**config.mk**
```make
export PLATFORM = sky130hd
export DESIGN_NAME = uart_word_loader
export DESIGN_NICKNAME = d
export VERILOG_FILES = /design/src/rtl/uart_word_loader.sv
export SDC_FILE = /design/constraint.sdc
export NUM_CORES = 1
export LEC_CHECK = 0
export BUFFER_PORTS_ARGS = -buffer_cell sky130_fd_sc_hd__clkbuf_2
export CAP_MARGIN = 30
export CORE_MARGIN = 2
export CORE_UTILIZATION = 59
export CTS_CLUSTER_DIAMETER = 100
export CTS_CLUSTER_SIZE = 20
export DETAILED_ROUTE_END_ITERATION = 7
export GPL_ROUTABILITY_DRIVEN = 1
export PLACE_DENSITY = 0.85
export SYNTH_ARGS = -nofsm -noshare
export SYNTH_HDL_FRONTEND = slang
export SYNTH_SLANG_ARGS = --single-unit
```
**constraint.sdc**
```tcl
create_clock -name clk -period 6.2 [get_ports clk]
set_input_delay 0.31 -clock clk [delete_from_list [all_inputs] [get_ports clk]]
set_output_delay 0.31 -clock clk [all_outputs]
set_load 0.02 [all_outputs]
```
**src/rtl/uart_word_loader.sv**
```systemverilog
// Packs little-endian bytes from the UART receiver into 32-bit words and writes
// them to instruction memory, flagging parity faults and overruns.
module uart_word_loader #(
  parameter int ADDR_WIDTH     = 10,
  parameter int WORD_COUNT     = 1024,
  parameter int TIMEOUT_CYCLES = 52080
) (
  input  logic                  clk,
  input  logic                  nRst,
  input  logic                  enable,
  input  logic                  clear,
  input  logic [7:0]            rx_data,
  input  logic                  rx_valid,
  input  logic                  rx_parity_error,
  output logic                  wr_en,
  output logic [ADDR_WIDTH-1:0] wr_addr,
  output logic [31:0]           wr_data,
  input  logic                  wr_ready,
  output logic [1:0]            byte_count,
  output logic [ADDR_WIDTH:0]   words_loaded,
  output logic                  busy,
  output logic                  done,
  output logic                  error
);

  localparam int TW = $clog2(TIMEOUT_CYCLES + 1);
  localparam logic [TW-1:0]       IDLE_LAST = TW'(TIMEOUT_CYCLES - 1);
  localparam logic [ADDR_WIDTH:0] LAST_WORD = (ADDR_WIDTH + 1)'(WORD_COUNT - 1);

  typedef enum logic [1:0] {S_COLLECT, S_WRITE, S_DONE, S_ERROR} state_t;

  state_t        state;
  logic [TW-1:0] idle_count;
  logic          rx_take;
  logic          expire;
  logic [1:0]    lane;

  assign rx_take = rx_valid && enable;
  assign expire  = enable && (byte_count != 2'd0) && (idle_count == IDLE_LAST);
  // A byte arriving on the expiry cycle starts a fresh word at lane 0.
  assign lane    = expire ? 2'd0 : byte_count;
  assign busy    = (byte_count != 2'd0) || (state == S_WRITE);

  always_ff @(posedge clk or negedge nRst) begin
    if (!nRst) begin
      state        <= S_COLLECT;
      idle_count   <= '0;
      byte_count   <= 2'd0;
      wr_en        <= 1'b0;
      wr_addr      <= '0;
      wr_data      <= 32'd0;
      words_loaded <= '0;
      done         <= 1'b0;
      error        <= 1'b0;
    end else if (clear) begin
      state        <= S_COLLECT;
      idle_count   <= '0;
      byte_count   <= 2'd0;
      wr_en        <= 1'b0;
      wr_addr      <= '0;
      words_loaded <= '0;
      done         <= 1'b0;
      error        <= 1'b0;
    end else begin
      case (state)
        S_COLLECT: begin
          if (rx_take && rx_parity_error) begin
            state      <= S_ERROR;
            error      <= 1'b1;
            byte_count <= 2'd0;
            idle_count <= '0;
          end else if (rx_take) begin
            wr_data[8*lane +: 8] <= rx_data;
            idle_count           <= '0;
            if (lane == 2'd3) begin
              byte_count <= 2'd0;
              state      <= S_WRITE;
              wr_en      <= 1'b1;
            end else begin
              byte_count <= lane + 2'd1;
            end
          end else if (expire) begin
            byte_count <= 2'd0;
            idle_count <= '0;
          end else if (enable && (byte_count != 2'd0)) begin
            idle_count <= idle_count + 1'b1;
          end
        end
        S_WRITE: begin
          // A byte landing while the word is still unwritten means data was lost.
          if (rx_take) begin
            state <= S_ERROR;
            error <= 1'b1;
            wr_en <= 1'b0;
          end else if (wr_ready) begin
            wr_en        <= 1'b0;
            wr_addr      <= wr_addr + 1'b1;
            words_loaded <= words_loaded + 1'b1;
            if (words_loaded == LAST_WORD) begin
              state <= S_DONE;
              done  <= 1'b1;
            end else begin
              state <= S_COLLECT;
            end
          end
        end
        default: begin
          wr_en <= 1'b0;
        end
      endcase
    end
  end

endmodule
```
==> flow_summary.yaml <==
route:
  routed-via-count: 3071
  met3RoutedLength_um: 463
  highest-signal-layer: "met4"
  average_detailed_routed_wire_length_per_instance_um: 15.8
  final_antenna_net_count: 0
  detailroute.wirelength.met2_um: 3960
  drt_pass1_iterations: 5
  wl_um: 8160
  detailedRoute.firstIterationViolations: 147
  detailed_routing_wirelength_on_met1_um: 3610
  routed_via_density: 5.93
  drt_drc_violations_left: 0
job:
  maxCapViolCount: 0
timing:
  slew_viol_final: 0
  hold_viol: 0
  setup_tns_ns: 0
  fin_skew_ns: 0.00942
  setup_viol: 0
  slew-limit-headroom: 0.350
  finalWorstSetupSlack_ns: 3.28
  finalWorstPathRequiredPeriod_ns: 2.92
  fin_crit_sh: 0.471
  fmax_mhz: 342
  unrepaired_setup_endpoints_after_global_routing: "no"
  holdWs_ns: 0.180
  timing_worst_slew_pin_value_ns: 0.974
logic_synthesis:
  yosys-mux-area-fraction: 0.00852
  synth_fp_nets: 391
  async_reset_ff_frac: 1.00
  ys.flop_type: "sky130_fd_sc_hd__dfrtp_1"
  synthXorXnorAreaFrac: 0.0572
  synth_edf_count: 0
  syn-instance-count: 369
  synth-seq-area-share: 0.518
  synth_seq_cells: 76
  synth_cell_types: 45
  dominant_combinational_cell_family_by_area_after_synthesis: "simple AND/OR/NAND/NOR gates"
  mappedNetlistArea_um2: 3670
  synthesized_area_per_cell_um2: 9.95
  post_synthesis_adder_cell_area_fraction: 0.0239
  post_synth_and_or_nand_nor_area_fraction: 0.217
  yosys_warnings: 0
  fraction_of_the_mapped_netlist_area_in_compound_gates: 0.143
clock_network:
  clk-insertion-delay-late_ns: 0.35
  tritoncts: "done"
  numClockSinks: 76
  clock_tree.htree_level_count: 3
  cts_resized: 0
  cts_made_buffers: 9
  holdBufCountCts: 0
  clk_pin_slew_ns: 0.08
  ctsRootBufferMaster: "sky130_fd_sc_hd__clkbuf_8"
  ctsLongestPathBuffers: 2
  postCtsSetupBuffers: 0
place:
  dp.cells: 501
  minimum_setup_slack_after_placement_ns: 3.33
  io_buffers: 73
  finalWeightedCongestion: 0.884
  final_hpwl_dp_um: 5810
global_routing:
  first_pass_grt_wire_length_um: 13700
  grt_antenna_before_repair: 0
  grt_remaining_overflow: 0
  grt_use_total: 0.245
  grt_start_max_net_pins: 77
  grt_pass1_vias: 2821
floorplan:
  floorplan.initialDensity: 0.617
  top_level_ports: 74
  fp.dieArea_um2: 6870
  die_h_um: 82.9
  dieWidth_um: 82.9
  fp-row-count: 28
  design.core.area_um2: 5960
power:
  p_per_area_nw_per_um2: 233
  ir_drop_mv: 0.155
  p_leak_nw: 2.05
  design_power_total_uw: 992
critical_path:
  launch_point_of_the_worst_path: "idle_count[0]"
  setup.worst_path.class: "flip-flop to flip-flop"
  data_arrival_time_of_the_critical_path_ns: 3.21
  worst_r2r_startpoint: "idle_count[0]"
  critical_path_sink_type: "flip-flop"
  critPathRequiredTime_ns: 6.49
  start_kind: "flip-flop"
  worstPathMaxFanout: 12
finish:
  finalNonFillerCells: 518
  layout.nets: 460
  fraction_of_final_layout_cells_with_drive_strength_greater_than_1: 0.223
  mostFrequentLayoutCell: "sky130_fd_sc_hd__dfrtp_1"
  area_growth_syn_to_layout_pct: 16.1
  layout_common_cells: "76 x sky130_fd_sc_hd__dfrtp_1, 72 x sky130_fd_sc_hd__clkbuf_2, 41 x sky130_fd_sc_hd__nor2_1"
  n_antenna_cell: 0
worst_hold_path:
  hold_path_class: "input pin to async pin"
status:
  run_status: "complete, no violations"
-- power by group --
group	switching [mW]	internal (mW)	leakage [nW]	total, mW
Sequential	0.0103	0.512	1.05	0.522
Combinational	0.0723	0.0288	0.903	0.101
Clock	0.183	0.186	0.0962	0.369
Total	0.265	0.726	2.05	0.992
-- logic make-up after synthesis --
kind of cell	count (synthesis)
muxes	3
and+or+nand+nor	152
xor gates and xnor gates	24
adders and majority gates	7
AOI/OAI and AO/OA	79
buffers and inverters	28
DFF	76
-- routing by layer --
| layer | up-vias | track usage |
|---|---|---|
| li1 | 1467 | - |
| met1 | 1490 | 0.338 |
| met2 | 101 | 0.382 |
| met3 | 13 | 0.0557 |
| met4 | 0 | 0.0894 |
| met5 | - | 0 |
-- final timing paths --
check | endpoint | slack, ns | depth (start not counted)
max in group asynchronous | idle_count[14] | 5.42 | 2
setup reg to reg | wr_data[8] | 3.28 | 9
min in group clk | wr_data[25] | 0.23 | 3
setup / recovery | wr_data[8] | 3.28 | 9
hold / removal | words_loaded[4] | 0.18 | 2
hold reg to reg | wr_data[28] | 0.49 | 2
-- registers in the layout, indices dropped and copies added (netlist names), 2 cells and up --
register	count
byte_count	2
wr_data	32
wr_addr	10
state	2
idle_count	16
words_loaded	11
-- synthesized netlist by cell type, types with 2 or more instances --
library cell | n | area [µm²]
sky130_fd_sc_hd__ha_1 | 7 | 87.6
sky130_fd_sc_hd__nand2_1 | 35 | 131
sky130_fd_sc_hd__inv_1 | 10 | 37.5
sky130_fd_sc_hd__o31ai_1 | 5 | 37.5
sky130_fd_sc_hd__o2111ai_1 | 3 | 26.3
sky130_fd_sc_hd__a21oi_1 | 9 | 45.0
sky130_fd_sc_hd__nand4_1 | 21 | 131
sky130_fd_sc_hd__mux2i_1 | 2 | 20.0
sky130_fd_sc_hd__dfrtp_1 | 76 | 1900
sky130_fd_sc_hd__nand3_1 | 14 | 70.1
sky130_fd_sc_hd__xnor2_1 | 3 | 26.3
sky130_fd_sc_hd__o21ai_1 | 2 | 10.0
sky130_fd_sc_hd__nor4_1 | 4 | 25.0
sky130_fd_sc_hd__o22ai_1 | 2 | 12.5
sky130_fd_sc_hd__o211ai_1 | 2 | 15.0
sky130_fd_sc_hd__nor2_1 | 41 | 154
sky130_fd_sc_hd__and2_1 | 5 | 31.3
sky130_fd_sc_hd__buf_1 | 2 | 7.51
sky130_fd_sc_hd__and3_1 | 13 | 81.3
sky130_fd_sc_hd__and4_1 | 3 | 26.3
sky130_fd_sc_hd__clkbuf_1 | 6 | 22.5
sky130_fd_sc_hd__nor3_1 | 2 | 10.0
sky130_fd_sc_hd__xor2_1 | 21 | 184
sky130_fd_sc_hd__a22o_1 | 16 | 140
sky130_fd_sc_hd__nor2b_1 | 2 | 12.5
sky130_fd_sc_hd__buf_2 | 8 | 40.0
sky130_fd_sc_hd__a31oi_1 | 4 | 25.0
sky130_fd_sc_hd__o21ai_0 | 32 | 160
sky130_fd_sc_hd__nor4b_2 | 2 | 30.0
sky130_fd_sc_hd__or3_1 | 2 | 12.5
-- per-stage QoR --
step                cell area (µm²)  utilization
floorplan                      3670            -
global placement               4060        0.682
detailed placement             4060        0.682
CTS                            4250        0.714
global route                   4270        0.716
finish                         4270        0.716
-- critical path, cell delays in order, from the launching register on --
cell and delay, ns:
sky130_fd_sc_hd__dfrtp_1 0.43, sky130_fd_sc_hd__ha_1 0.27, sky130_fd_sc_hd__and3_1 0.22, sky130_fd_sc_hd__and3_1 0.18
sky130_fd_sc_hd__a21oi_1 0.37, sky130_fd_sc_hd__inv_1 0.13, sky130_fd_sc_hd__ha_1 0.43, sky130_fd_sc_hd__nor3_1 0.26
sky130_fd_sc_hd__and3_1 0.38, sky130_fd_sc_hd__a22o_1 0.19
-- final cells by class --
type | instances | area, µm²
sequential | 76 | 1900
fill | 443 | 1690
multi-input combinational | 265 | 1650
timing repair buffer | 75 | 384
clock buffer | 10 | 128
tap | 75 | 93.8
clock inverter | 6 | 65.1
inverter | 11 | 41.3
No activity file was read; power rests on OpenSTA's default activity.
